===== src/rtl/block_byte_repeater_if.sv =====
// Handshake bundle between the block producer, the byte repeater and the UART consumer.
// master: producer/consumer side; slave: the repeater itself.
interface block_byte_repeater_if #(
    parameter int REGISTER_SIZE = 32
);
    logic [REGISTER_SIZE-1:0] data_in;
    logic                     valid_in;
    logic                     request_next_byte_in;
    logic                     valid_out;
    logic [7:0]               data_out;
    logic                     frame_done_out;
    logic                     overflow_out;

    modport master (
        output data_in,
        output valid_in,
        output request_next_byte_in,
        input  valid_out,
        input  data_out,
        input  frame_done_out,
        input  overflow_out
    );

    modport slave (
        input  data_in,
        input  valid_in,
        input  request_next_byte_in,
        output valid_out,
        output data_out,
        output frame_done_out,
        output overflow_out
    );
endinterface


===== src/rtl/block_byte_repeater.sv =====
// Buffers REGISTER_SIZE-bit blocks in a FIFO and replays them byte by byte to a UART.
// Define BYTE_REPEATER_MSB_FIRST_EN to send each block most-significant byte first.
module block_byte_repeater #(
    parameter int REGISTER_SIZE = 32,
    parameter int BITS_IN_NUM   = 4096,
    parameter int FIFO_DEPTH    = BITS_IN_NUM / REGISTER_SIZE
) (
    input  logic                  clk_in,
    input  logic                  rst_in,
    block_byte_repeater_if.slave  bus
);

    localparam int NB = REGISTER_SIZE / 8;
    localparam int IW = (NB > 1) ? $clog2(NB) : 1;
    localparam int AW = $clog2(FIFO_DEPTH);
    localparam int CW = AW + 1;
    localparam int FB = BITS_IN_NUM / 8;
    localparam int FW = $clog2(FB);

    typedef enum logic {
        IDLE,
        WAIT_BUSY
    } state_t;

    state_t                   state_q, state_d;
    logic [IW-1:0]            idx_q, idx_d;
    logic [FW-1:0]            frame_q, frame_d;
    logic [AW-1:0]            wr_ptr_q, wr_ptr_d;
    logic [AW-1:0]            rd_ptr_q, rd_ptr_d;
    logic [CW-1:0]            cnt_q, cnt_d;
    logic                     valid_out_q, valid_out_d;
    logic [7:0]               data_out_q, data_out_d;
    logic                     frame_done_q, frame_done_d;
    logic                     overflow_q, overflow_d;
    logic [REGISTER_SIZE-1:0] mem_q [FIFO_DEPTH];

    logic                     full;
    logic                     empty;
    logic                     push;
    logic                     pop;
    logic [REGISTER_SIZE-1:0] head;
    logic [IW-1:0]            sel;
    logic [7:0]               head_byte;

    // Pick the byte of the head block addressed by the current byte index.
    always_comb begin
        head = mem_q[rd_ptr_q];
`ifdef BYTE_REPEATER_MSB_FIRST_EN
        sel = IW'(NB - 1) - idx_q;
`else
        sel = idx_q;
`endif
        head_byte = 8'h00;
        for (int i = 0; i < NB; i++) begin
            if (sel == IW'(i)) begin
                head_byte = head[i*8 +: 8];
            end
        end
    end

    // Byte sequencer: one pulse per consumer idle period, pop after the last byte.
    always_comb begin
        state_d      = state_q;
        idx_d        = idx_q;
        frame_d      = frame_q;
        valid_out_d  = 1'b0;
        frame_done_d = 1'b0;
        data_out_d   = data_out_q;
        pop          = 1'b0;
        unique case (state_q)
            IDLE: begin
                if (!empty && bus.request_next_byte_in) begin
                    valid_out_d  = 1'b1;
                    data_out_d   = head_byte;
                    frame_done_d = (frame_q == FW'(FB - 1));
                    frame_d      = frame_done_d ? '0 : frame_q + 1'b1;
                    state_d      = WAIT_BUSY;
                end
            end
            WAIT_BUSY: begin
                if (!bus.request_next_byte_in) begin
                    state_d = IDLE;
                    if (idx_q == IW'(NB - 1)) begin
                        idx_d = '0;
                        pop   = 1'b1;
                    end else begin
                        idx_d = idx_q + 1'b1;
                    end
                end
            end
        endcase
    end

    // FIFO bookkeeping; a pop in the same cycle makes room for a push into a full FIFO.
    always_comb begin
        full       = (cnt_q == CW'(FIFO_DEPTH));
        empty      = (cnt_q == '0);
        push       = bus.valid_in && (!full || pop);
        wr_ptr_d   = push ? wr_ptr_q + 1'b1 : wr_ptr_q;
        rd_ptr_d   = pop ? rd_ptr_q + 1'b1 : rd_ptr_q;
        cnt_d      = cnt_q;
        if (push && !pop) begin
            cnt_d = cnt_q + 1'b1;
        end else if (pop && !push) begin
            cnt_d = cnt_q - 1'b1;
        end
        overflow_d = overflow_q | (bus.valid_in && !push);
    end

    // Block storage; contents need no reset since the pointers discard them.
    always_ff @(posedge clk_in) begin
        if (push) begin
            mem_q[wr_ptr_q] <= bus.data_in;
        end
    end

    // State, pointers and registered outputs.
    always_ff @(posedge clk_in or posedge rst_in) begin
        if (rst_in) begin
            state_q      <= IDLE;
            idx_q        <= '0;
            frame_q      <= '0;
            wr_ptr_q     <= '0;
            rd_ptr_q     <= '0;
            cnt_q        <= '0;
            valid_out_q  <= 1'b0;
            data_out_q   <= 8'h00;
            frame_done_q <= 1'b0;
            overflow_q   <= 1'b0;
        end else begin
            state_q      <= state_d;
            idx_q        <= idx_d;
            frame_q      <= frame_d;
            wr_ptr_q     <= wr_ptr_d;
            rd_ptr_q     <= rd_ptr_d;
            cnt_q        <= cnt_d;
            valid_out_q  <= valid_out_d;
            data_out_q   <= data_out_d;
            frame_done_q <= frame_done_d;
            overflow_q   <= overflow_d;
        end
    end

    assign bus.valid_out      = valid_out_q;
    assign bus.data_out       = data_out_q;
    assign bus.frame_done_out = frame_done_q;
    assign bus.overflow_out   = overflow_q;

endmodule


===== src/flat_wrapper.sv =====
// flat-port wrapper written by rule: the top's interface ports become plain ports
module block_byte_repeater_flat 
#(
    parameter int REGISTER_SIZE = 32,
    parameter int BITS_IN_NUM   = 4096,
    parameter int FIFO_DEPTH    = BITS_IN_NUM / REGISTER_SIZE
)
  (clk_in, rst_in, bus_data_in, bus_valid_in, bus_request_next_byte_in, bus_valid_out, bus_data_out, bus_frame_done_out, bus_overflow_out);
  block_byte_repeater_if #(.REGISTER_SIZE(REGISTER_SIZE)) bus_i ();
  input  logic clk_in;
  input  logic rst_in;
  input wire logic [$bits(bus_i.data_in)-1:0] bus_data_in;
  input wire logic [$bits(bus_i.valid_in)-1:0] bus_valid_in;
  input wire logic [$bits(bus_i.request_next_byte_in)-1:0] bus_request_next_byte_in;
  output wire logic [$bits(bus_i.valid_out)-1:0] bus_valid_out;
  output wire logic [$bits(bus_i.data_out)-1:0] bus_data_out;
  output wire logic [$bits(bus_i.frame_done_out)-1:0] bus_frame_done_out;
  output wire logic [$bits(bus_i.overflow_out)-1:0] bus_overflow_out;
  assign bus_i.data_in = bus_data_in;
  assign bus_i.valid_in = bus_valid_in;
  assign bus_i.request_next_byte_in = bus_request_next_byte_in;
  assign bus_valid_out = bus_i.valid_out;
  assign bus_data_out = bus_i.data_out;
  assign bus_frame_done_out = bus_i.frame_done_out;
  assign bus_overflow_out = bus_i.overflow_out;
  block_byte_repeater #(.REGISTER_SIZE(REGISTER_SIZE), .BITS_IN_NUM(BITS_IN_NUM), .FIFO_DEPTH(FIFO_DEPTH)) u_core (.clk_in(clk_in), .rst_in(rst_in), .bus(bus_i));
endmodule

===== config.mk =====
export PLATFORM = sky130hd
export DESIGN_NAME = block_byte_repeater_flat
export DESIGN_NICKNAME = d
export VERILOG_FILES = /design/src/rtl/block_byte_repeater_if.sv /design/src/rtl/block_byte_repeater.sv /design/src/flat_wrapper.sv
export SDC_FILE = /design/constraint.sdc
export NUM_CORES = 2
export LEC_CHECK = 0
export ABC_AREA = 0
export BUFFER_PORTS_ARGS = -buffer_cell sky130_fd_sc_hd__buf_2
export CAP_MARGIN = 15
export CORE_ASPECT_RATIO = 1.5
export CORE_MARGIN = 1.5
export CORE_UTILIZATION = 25
export CTS_CLUSTER_SIZE = 40
export DETAILED_ROUTE_END_ITERATION = 6
export GPL_ROUTABILITY_DRIVEN = 0
export HOLD_SLACK_MARGIN = 0.1
export PLACE_DENSITY = 0.46
export SYNTH_ARGS = -nofsm -noshare
export SYNTH_HDL_FRONTEND = slang
export SYNTH_SLANG_ARGS = --single-unit

===== constraint.sdc =====
create_clock -name clk_in -period 6.9 [get_ports clk_in]
set_input_delay 1.035 -clock clk_in [delete_from_list [all_inputs] [get_ports clk_in]]
set_output_delay 1.035 -clock clk_in [all_outputs]
set_load 0.02 [all_outputs]

# Word-level counts from Yosys, hierarchy flattened
# Memory sizes are Yosys's and may differ from the RTL's.
# Index checks and enable logic that the tools add are counted.
dict set report op_classes {
  addsub 6
  n_eq_ne 5
  mux 19
  bitwise 3
  reduce_logical 15
}
# operator n
set ops {}
lappend ops {{$mux 8} 6}
lappend ops {{$add 7x1->7 const B} 2}
lappend ops {{$mux 1} 10}
lappend ops {{$add 9x1->9 const B} 1}
lappend ops {{$eq 9x9->1 const B} 1}
lappend ops {{$mux 9} 1}
lappend ops {{$add 8x1->8 const B} 1}
lappend ops {{$eq 8x8->1 const B} 1}
lappend ops {{$logic_not 8->1} 1}
lappend ops {{$sub 8x1->8 const B} 1}
lappend ops {{$logic_and 1x1->1} 5}
lappend ops {{$eq 2x2->1 const B} 2}
lappend ops {{$logic_not 1->1} 4}
lappend ops {{$reduce_and 2->1} 2}
lappend ops {{$add 2x1->2 const B} 1}
lappend ops {{$eq 2x1->1 const B} 1}
lappend ops {{$logic_not 2->1} 1}
lappend ops {{$mux 2} 1}
lappend ops {{$not 1->1} 2}
lappend ops {{$pmux 1 s2} 1}
lappend ops {{$reduce_bool 2->1} 1}
lappend ops {{$logic_or 1x1->1} 1}
lappend ops {{$or 1x1->1} 1}
dict set report word_totals {
  ff_bits 45
  ramBits 4096
  in_bits 36
  output_inout_bits 11
  word_cells 59
  n_memories 1
}
# memory depth width rd rd_ports_with_merged_regs wr line
set memory_table {}
lappend memory_table {u_core.mem_q 128 32 1 0 1 block_byte_repeater.sv:35} ;# logic [REGISTER_SIZE-1:0] mem_q [FIFO_DEPTH];

# Depth between registers and ports, before layout
dict set report logic_depth {
  ltp_word 10
  ltp_mapped 19
  mapped_depth_nobuf 16
}

# Worst setup path before layout
# No wires, ideal clock.
dict set report synth_timing {
  path_type {in2reg}
  from {input port bus_request_next_byte_in}
  to {memory u_core.mem_q[31][0], enable pin}
  setup_ns 0.461
  arrival_ns 4.485
  setup_slack_ns 1.955
  stages 9
  path_cell_list {nor2b_1 > and2_1 > buf_2 > inv_1 > nand4_1 > and3_1 > clkbuf_1 > nand4_1 > nor3_1}
}
dict set report synth_between {
  elab_chain_cells 6
}
# item line
set synth_rtl {}
lappend synth_rtl {{start, declared} flat_wrapper.sv:14} ;# input wire logic [$bits(bus_i.request_next_byte_in)-1:0] bus_request_next_byte_in;
lappend synth_rtl {{$mux 1} block_byte_repeater.sv:81} ;# if (!bus.request_next_byte_in) begin
lappend synth_rtl {{$mux 1} block_byte_repeater.sv:70} ;# unique case (state_q)
lappend synth_rtl {{$logic_or 1x1->1} block_byte_repeater.sv:98} ;# push = bus.valid_in && (!full || pop);
lappend synth_rtl {{$logic_and 1x1->1} block_byte_repeater.sv:98}
lappend synth_rtl {{$mux 1} block_byte_repeater.sv:112} ;# if (push) begin
lappend synth_rtl {{$mux 1 (implied by the code)} block_byte_repeater.sv:113} ;# mem_q[wr_ptr_q] <= bus.data_in;
lappend synth_rtl {{end, declared} block_byte_repeater.sv:35}
# No other way between the ends.

# Final worst setup path
dict set report layout_timing {
  from {register u_core.rd_ptr_q[1]}
  to {register u_core.data_out_q[5] (netlist: u_core.bus.data_out[5])}
}
dict set report layout_between {
  elab_chain_cells 5
}
# item line
set layout_rtl {}
lappend layout_rtl {{start, declared} block_byte_repeater.sv:29} ;# logic [AW-1:0] rd_ptr_q, rd_ptr_d;
lappend layout_rtl {{start signal, assigned} block_byte_repeater.sv:135} ;# rd_ptr_q <= rd_ptr_d;
lappend layout_rtl {{$mem_v2 128x32 *} n/a}
lappend layout_rtl {{$mux 8 (3 in a row)} block_byte_repeater.sv:55} ;# if (sel == IW'(i)) begin
lappend layout_rtl {{$mux 8 *} block_byte_repeater.sv:55}
lappend layout_rtl {{end signal, assigned} block_byte_repeater.sv:138} ;# data_out_q <= data_out_d;
lappend layout_rtl {{end, declared} block_byte_repeater.sv:32} ;# logic [7:0] data_out_q, data_out_d;
# Mark *: on every way between the ends. The rest lies on a longest branch, timed or not.
# A chain may end at the register's enable or synchronous reset.

==> flow_summary.ini <==
[run_status]
status = finished, final reports clean

[synthesis]
synth_top_area_share = 0.774
synth_ff_type = edfxtp_1
async_reset_ff_frac = 0.0109
synth.cell_area_um2 = 159000
synthTopCellsByArea = edfxtp_1, mux4_2, mux2i_1
yosysTopAreaCell = edfxtp_1
synth_top_family_by_area = multiplexers
synth_edf_count = 4096
yosys.area_share.adder = 0.00131
synthCells = 6960
ys_ff_latch = 4141
yosys-mux-area-fraction = 0.164
synth-compound-area-share = 0.0243
synth_area_per_cell_um2 = 22.8
yosysWarnings = 0
synth_xor_xnor_area_share = 0.00110
synth_nets = 7012
synthDistinctLibCells = 72
ys_seq_area_frac = 0.781
yosys.area_share.simple = 0.0135

[worst_setup_path]
cp_max_fo = 43
path_class = flop to flop
r2r-start = u_core.rd_ptr_q[1]
crit_arrival_ns = 5.74
end_kind = flop
setup.worst_path.start = u_core.rd_ptr_q[1]
cp.required_ns = 7.70
startpoint_type = flop

[sta]
max_slew_margin = 0.109
tns_ns = 0
fmax_ghz = 0.202
fin_crit_ns = 4.94
rsz0062_at_grt = no
tightest_slew_ns = 1.34
hold_viol_final = 0
drv_slew = 0
setup_violations = 0
fin_skew_ns = 0.0405
hold_ws_ns = 0.284
timing.final.crit_share = 0.716

[floorplan]
die_x_um = 654
rows = 358
die_y_um = 979
io_pins = 47
core_um2 = 633000
start_util = 0.251
die-area_um2 = 641000

[global_route]
antenna_found_initial = 48
grt_max_degree = 108
grt_pass1_vias = 78600
grt_usage = 0.163
grt_pass1_wl_mm = 714
grt_overflow = 0

[cts]
cts_setup_buffers = 0
htree_num_levels = 5
cts_sinks = 4141
cts_tree = built
hold_buffers = 0
root_buffer = clkbuf_16
post_cts_resized = 0
clk_latency_ns = 0.95
cts_buffers = 369
cts.clk_slew.worst_paths_ns = 0.07
cts_buffer_depth = 4

[detailed_routing]
drtPass1Iterations = 6
via_count = 76500
drtIter0Drc = 8864
drc = 0
viasPerCell = 4.73
ant_nets = 0
wl_mm = 534
routedWlPerCell_um = 33.0

[min_path]
hp-class = input pin to async pin

[power_and_ir_drop]
power_density_nw_per_um2 = 377
peakVddDrop_mv = 0.210
finalPower_uw = 69900
power_leakage_uw = 0.0560

[final_layout]
drive_gt1_frac = 0.283
layout_common_cells = edfxtp_1, mux4_2, clkbuf_16
multiInputGateArea_um2 = 33600
nets = 7418
fillers = 61400
final_util = 0.293
area_growth_pct = 16.6
final_common_cell = edfxtp_1
ff_latch_area_um2 = 124000

[run]
maxCapViolCount = 0

[placement]
hpwl_mm = 344
port_buffers = 46
[synth_stat cells (14+ instances only)]
cell and count:
a211oi_1 23, nand3_1 38, inv_1 15, buf_2 127, nand2_1 145, dfrtp_1 45
a31oi_1 19, o211ai_1 17, clkbuf_1 118, nor3_1 22, nor2_1 193, and2_1 14
ha_1 15, o221ai_1 35, o22ai_1 44, mux4_2 1013, a22oi_1 110, buf_4 76
o21ai_0 64, edfxtp_1 4096, a21oi_1 112, buf_1 14, mux2_2 17, nor2b_1 20
xnor2_1 16, mux2i_1 304, buf_6 50, a221oi_1 43
[cell families (layout without fill, tap and decap cells)]
group | Yosys count | in the layout
adders and majority gates | 16 | 16
other | 0 | 61
muxes | 1334 | 1334
AOI/OAI and AO/OA | 560 | 560
xor gates and xnor gates | 20 | 20
DFF | 4141 | 4141
and+or+nand+nor | 486 | 486
buffers and inverters | 403 | 1108
[per-layer routing]
metal,share of wire,GRT usage,vias up
met5,0.00012,0,-
met4,0.067,0.0945,10
met3,0.051,0.0204,788
met2,0.52,0.291,2901
met1,0.36,0.187,42300
li1,-,-,30500
[worst max-delay path: stages, from the launching register on]
cell       delay, ns
dfrtp_4         0.99
buf_4           0.72
mux4_2          0.44
a22o_1          0.25
a221oi_1        0.74
o2111ai_1       0.42
a21oi_1         0.57
a21oi_1         0.09
a2111oi_1       0.40
o21ai_1         0.12
[cell type report]
| type | count | area share |
|---|---|---|
| sequential | 4141 | 0.670 |
| multi-input combinational | 2416 | 0.181 |
| tap | 8460 | 0.0571 |
| clock buffer | 455 | 0.0532 |
| timing repair buffer | 422 | 0.0253 |
| clock inverter | 215 | 0.0123 |
| antenna | 61 | 0.000824 |
| inverter | 16 | 0.000365 |
[state kept, by name, summed over array words and instances (netlist names), 2 cells and up]
register / cells
u_core.cnt_q: 8
u_core.wr_ptr_q: 7
u_core.bus.data_out: 8
u_core.idx_q: 2
u_core.mem_q: 4096
u_core.frame_q: 9
u_core.rd_ptr_q: 7
[final timing paths]
path                                           to  slack (ns)  depth (start not counted)
max                        u_core.bus.data_out[5]        1.96                          9
min                             u_core.frame_q[2]        0.28                          3
max reg2reg                u_core.bus.data_out[5]        1.96                          9
min reg2reg                     u_core.frame_q[8]        0.48                          2
max in group asynchronous      u_core.rd_ptr_q[6]        5.92                          3
min in group clk_in          u_core.mem_q[67][10]        0.32                          1
[stage by stage]
stage / cell area [um^2] / worst slack (ns) / instances
floorplan: 159000 / 1.95 / 6960
global placement: 172000 / 1.24 / 15400
detailed placement: 172000 / 1.26 / 15400
CTS: 185000 / 1.88 / 16100
global route: 185000 / 1.94 / 16200
finish: 185000 / 1.96 / 16200
[power breakdown]
part	internal, uW	switching (uW)	leakage (uW)	total (uW)
Sequential	28200	479	0.0374	28700
Clock	11800	9420	0.00592	21300
Combinational	7310	12600	0.0127	19900
Total	47400	22500	0.0560	69900
Power figures use the tool's default switching activity.
